File: src/rtl/subtrator_serial.sv
// subtrator_serial: sequential adder/subtractor working K bits per clock.
//
// Operands are captured on an accepted start request and processed least
// significant chunk first through a single K-bit adder slice. After N/K
// cycles the result lands in S and fim pulses for one cycle. A start request
// held during the done cycle is accepted immediately (back-to-back).
//
// Optional feature: define SUBTRATOR_SERIAL_OVF_EN to add the ovf port
// (signed overflow of the N-bit operation, updated together with S).
//
// Ports:
//   clk      in   1    clock, rising edge
//   rst      in   1    asynchronous active-high reset
//   inicio   in   1    start request
//   modo     in   1    0 = A - B, 1 = A + B
//   A        in   N    minuend / augend
//   B        in   N    subtrahend / addend
//   ocupado  out  1    high while not idle
//   fim      out  1    one-cycle done pulse
//   S        out  N+1  result; S[N] = borrow-out (sub) or carry-out (add)
//   ovf      out  1    signed overflow (SUBTRATOR_SERIAL_OVF_EN only)
module subtrator_serial #(
    parameter int unsigned N = 16,
    parameter int unsigned K = 1
) (
    input  logic         clk,
    input  logic         rst,
    input  logic         inicio,
    input  logic         modo,
    input  logic [N-1:0] A,
    input  logic [N-1:0] B,
    output logic         ocupado,
    output logic         fim,
    output logic [N:0]   S
`ifdef SUBTRATOR_SERIAL_OVF_EN
    ,
    output logic         ovf
`endif
);

    localparam int unsigned Chunks = N / K;
    localparam int unsigned CntW   = (Chunks > 1) ? $clog2(Chunks) : 1;

    if (N < 2 || K < 1 || K > N || (N % K) != 0) begin : g_param_check
        $error("subtrator_serial: need N >= 2, 1 <= K <= N and N a multiple of K");
    end

    typedef enum logic [1:0] {StOcioso, StCalcula, StFim} state_e;

    state_e          state_q;
    logic [N-1:0]    a_q;
    logic [N-1:0]    b_q;
    logic [N-1:0]    res_q;
    logic            modo_q;
    logic            carry_q;
    logic [CntW-1:0] cnt_q;

    logic [K-1:0]    b_chunk;
    logic [K:0]      sum;
    logic [N-1:0]    res_next;
    logic            last;

    // One K-bit slice: subtract is A + ~B + 1, the +1 coming from the carry preset.
    always_comb begin
        b_chunk = modo_q ? b_q[K-1:0] : ~b_q[K-1:0];
        sum     = {1'b0, a_q[K-1:0]} + {1'b0, b_chunk} + {{K{1'b0}}, carry_q};
        last    = (cnt_q == CntW'(Chunks - 1));
    end

    // Result fills from the top so the last chunk ends up in the MSBs.
    if (K < N) begin : g_res_shift
        assign res_next = {sum[K-1:0], res_q[N-1:K]};
    end else begin : g_res_full
        assign res_next = sum[K-1:0];
    end

`ifdef SUBTRATOR_SERIAL_OVF_EN
    // Carry into the MSB recovered from the MSB sum bit, XOR carry out.
    logic ovf_next;
    assign ovf_next = a_q[K-1] ^ b_chunk[K-1] ^ sum[K-1] ^ sum[K];
`endif

    always_ff @(posedge clk or posedge rst) begin
        if (rst) begin
            state_q <= StOcioso;
            a_q     <= '0;
            b_q     <= '0;
            res_q   <= '0;
            modo_q  <= 1'b0;
            carry_q <= 1'b0;
            cnt_q   <= '0;
            ocupado <= 1'b0;
            fim     <= 1'b0;
            S       <= '0;
`ifdef SUBTRATOR_SERIAL_OVF_EN
            ovf     <= 1'b0;
`endif
        end else begin
            fim <= 1'b0;
            unique case (state_q)
                StCalcula: begin
                    a_q     <= a_q >> K;
                    b_q     <= b_q >> K;
                    res_q   <= res_next;
                    carry_q <= sum[K];
                    cnt_q   <= cnt_q + CntW'(1);
                    if (last) begin
                        state_q <= StFim;
                        fim     <= 1'b1;
                        // Borrow-out is the inverted carry in subtract mode.
                        S       <= {(modo_q ? sum[K] : ~sum[K]), res_next};
`ifdef SUBTRATOR_SERIAL_OVF_EN
                        ovf     <= ovf_next;
`endif
                    end
                end
                // Idle and done behave alike: accept a start or go/stay idle.
                default: begin
                    if (inicio) begin
                        state_q <= StCalcula;
                        a_q     <= A;
                        b_q     <= B;
                        modo_q  <= modo;
                        carry_q <= ~modo;
                        cnt_q   <= '0;
                        ocupado <= 1'b1;
                    end else begin
                        state_q <= StOcioso;
                        ocupado <= 1'b0;
                    end
                end
            endcase
        end
    end

endmodule
File: config.mk
export PLATFORM = sky130hd
export DESIGN_NAME = subtrator_serial
export DESIGN_NICKNAME = d
export VERILOG_FILES = /design/src/rtl/subtrator_serial.sv
export SDC_FILE = /design/constraint.sdc
export NUM_CORES = 1
export LEC_CHECK = 0
export BUFFER_PORTS_ARGS = -buffer_cell sky130_fd_sc_hd__buf_2
export CAP_MARGIN = 25
export CELL_PAD_IN_SITES_DETAIL_PLACEMENT = 1
export CELL_PAD_IN_SITES_GLOBAL_PLACEMENT = 1
export CORE_UTILIZATION = 30
export CTS_CLUSTER_SIZE = 40
export DETAILED_ROUTE_END_ITERATION = 10
export PLACE_DENSITY_LB_ADDON = 0.1
export SLEW_MARGIN = 0
export SYNTH_ARGS = -nofsm -noshare
export SYNTH_HDL_FRONTEND = slang
export SYNTH_SLANG_ARGS = --single-unit
File: constraint.sdc
create_clock -name clk -period 2.09 [get_ports clk]
set_input_delay 0.3135 -clock clk [delete_from_list [all_inputs] [get_ports clk]]
set_output_delay 0.3135 -clock clk [all_outputs]
set_load 0.05 [all_outputs]
==> impl_metrics.json <==
{
  "route.met3.wl_um": 220,
  "synthXorXnorAreaFrac_pct": 0.827,
  "synth_seq_cells": 74,
  "dp_cells": 457,
  "stdcell_count": 473,
  "antenna_found_initial": 0,
  "cts_made_buffers": 9,
  "final_core_util_pct": 37.5,
  "r2r_cells": 4,
  "synth_compound_area_share_pct": 5.75,
  "cts.htree.levels": 3,
  "io_buffers": 54,
  "clock_path_buffers": 2,
  "met1Wirelength_mm": 3.10,
  "crit_path_cell_trace": "ha_1, nand3_4, nor2_8, mux2_2",
  "drt_pass1_iterations": 4,
  "cts_root_buffer": "clkbuf_8",
  "first_global_vias": 2284,
  "worstSetupPathType": "flip-flop to flip-flop",
  "drc_errors": 0,
  "critical_path_depth": 4,
  "p_int_uw": 3670,
  "startpoint_type": "flip-flop",
  "top_layer_used": "met4",
  "die-width_um": 105,
  "power_frac_clock_pct": 22.0,
  "seqPwrFrac_pct": 39.8,
  "ys_types": 26,
  "synthAdderAreaFrac_pct": 1.02,
  "fmax_ghz": 0.626,
  "route.met2.wl_mm": 2.96,
  "power_density_mw_per_mm2": 1580,
  "min_period_over_period_pct": 76.4,
  "max_cap_viol_count": 0,
  "ys_warn_count": 0,
  "fp.coreArea_mm2": 0.0103,
  "cp_max_fo": 19,
  "hold_ws_ns": 0.217,
  "yosysTopAreaCellShare_pct": 58.3,
  "relSlewSlack_pct": 63.1,
  "syn_to_final_growth_pct": 21.2,
  "layout.cells.most_common_list": "nand2_1 (79), dfrtp_1 (74), buf_2 (54)",
  "grt_max_degree": 45,
  "cts.clk_slew.worst_paths_ns": 0.08,
  "grtUsageTotal_pct": 13.0,
  "rsz0062_at_grt": "false",
  "hold_depth": 3,
  "p_comb_share_pct": 38.2,
  "crit_slowest_cell": "mux2_2",
  "synthMuxAreaShare_pct": 18.3,
  "crit_family": "simple AND/OR/NAND/NOR gates",
  "ioPinCount": 55,
  "synth-simple-area-share_pct": 12.1,
  "diodes": 0,
  "yosysTopAreaCell": "dfrtp_1",
  "viasPerCell": 4.46,
  "initial_utilization_pct": 30.9,
  "p_leak_uw": 0.00193,
  "overflow": 0,
  "avgRoutedWirePerCell_um": 13.5,
  "drive_above_1_share_pct": 29.7,
  "syn_avg_cell_area_um2": 11.5,
  "worst_slew_pin_slew_ns": 0.554,
  "rows": 37,
  "synth_top_family_by_area": "multiplexers",
  "path_buf_inv": 0,
  "design_area_mm2": 0.00385,
  "drtIter0Drc": 74,
  "hold_violations": 0,
  "cts_hold_buf": 1,
  "clkLatencyLatePin_ns": 0.34,
  "tns_ns": 0,
  "post_cts_buffers": 0,
  "cts_tree": "built",
  "postSynthCellCount": 277,
  "post_cts_resized": 0,
  "ys_seq_area_share_pct": 58.3,
  "period_minus_slack_ns": 1.60,
  "final_common_cell": "nand2_1",
  "fp.dieH_um": 105,
  "placed_cell_area_mm2": 0.00360,
  "p_switching_uw": 2410,
  "wl_mm": 6.40,
  "via_count": 2111,
  "status": "completed",
  "setup_viol_count_final": 0,
  "hold_class": "input pin to flip-flop",
  "grt_pass1_wl_mm": 11.2,
  "critPathCaptureType": "flip-flop",
  "slew_violations": 0,
  "finClkSkew_ns": 0.00965,
  "irDropWorstVdd_mv": 0.463,
  "critical-path-max-stage-delay_ns": 0.39,
  "syn_nets": 315,
  "worstPathArrival_ns": 1.82,
  "dp_hpwl_mm": 4.28,
  "fin_nets": 371,
  "swShare_pct": 39.6,
  "globalplace.congestion": 0.688,
  "ant_nets": 0,
  "dieArea_mm2": 0.0110,
  "cts.sinks": 74,
  "synth_area_leaders": "dfrtp_1 (58%), mux2i_1 (11%), nand2_1 (9.3%)",
  "required_ns": 2.31,
  "netlist_area_mm2": 0.00318
}
[worst register-to-register path, delay by kind of cell (launching register included)]
kind	cells	cell delay, ns
muxes	1	0.40
and+or+nand+nor	2	0.47
DFF	1	0.38
adders and majority gates	1	0.25
[synthesized netlist by cell type]
master    count
inv_1         4
dfrtp_1      74
nand2b_1      1
o21ai_0      26
xor2_1        2
mux2_2       12
nand2_1      79
nand2b_4      1
buf_4         4
clkbuf_2      1
o211ai_1      1
fa_1          1
buf_2         9
nor2_8        1
ha_1          1
a22o_2        1
nand3_1       1
nand3_4       1
clkbuf_1      1
buf_12        1
mux2_4        7
o21ai_1       7
mux2i_1      34
nor2_1        5
and2b_1       1
xnor2_1       1
[cell families (layout without fill, tap and decap cells)]
kind of cell	after synthesis	in the layout
multiplexers	53	53
AO/OA/AOI/OAI	35	35
adder cells (fa/ha/maj)	2	2
XOR/XNOR	3	3
AND/OR/NAND/NOR	90	90
buffers and inverters	20	80
flip-flops	74	74
[layout make-up]
class | instances | area (um2)
fill | 1178 | 6420
sequential | 74 | 1850
multi-input combinational | 183 | 1210
timing repair buffer | 61 | 363
tap | 136 | 170
clock buffer | 10 | 138
clock inverter | 5 | 103
inverter | 4 | 18.8
[final timing paths]
check / from / endpoint / slack (ns)
max in group asynchronous: rst / a_q[10]$_DFFE_PP0P_ / 1.16
hold / removal: B[15] / b_q[15]$_DFFE_PP0P_ / 0.22
hold reg to reg: a_q[2]$_DFFE_PP0P_ / a_q[1]$_DFFE_PP0P_ / 0.48
min in group asynchronous: rst / S[13]$_DFFE_PP0P_ / 0.45
setup / recovery: cnt_q[0]$_DFFE_PP0P_ / S[3]$_DFFE_PP0P_ / 0.49
setup reg to reg: cnt_q[0]$_DFFE_PP0P_ / S[3]$_DFFE_PP0P_ / 0.49
[per-layer routing]
metal / GRT usage [%] / vias to the layer above
met2: 20.1 / 38
met5: 0 / -
met3: 2.43 / 10
met1: 17.6 / 1037
met4: 6.34 / 0
li1: - / 1026
[power groups by stage]
stage | logic (uW) | clock network, uW | registers, uW
detailed placement | 2380 | 0 | 2450
CTS | 2380 | 1380 | 2430
global route | 2590 | 1440 | 2500
global placement | 2300 | 0 | 2440
floorplan | 1320 | 0 | 2930
finish | 2320 | 1340 | 2420
[through the flow]
step / setup slack (ns) / power, uW
global placement: 0.540 / 4750
global route: 0.398 / 6540
detailed placement: 0.487 / 4830
CTS: 0.483 / 6190
floorplan: 0.656 / 4250
finish: 0.492 / 6080
[registers in the layout, indices dropped and copies added, names as in the netlist]
| register | flops |
|---|---|
| S | 17 |
| a_q | 16 |
| b_q | 16 |
| res_q | 15 |
| cnt_q | 4 |
| state_q | 2 |
| carry_q | 1 |
| fim | 1 |
| modo_q | 1 |
| ocupado | 1 |
Note: power is estimated with default switching activity, not from simulation.
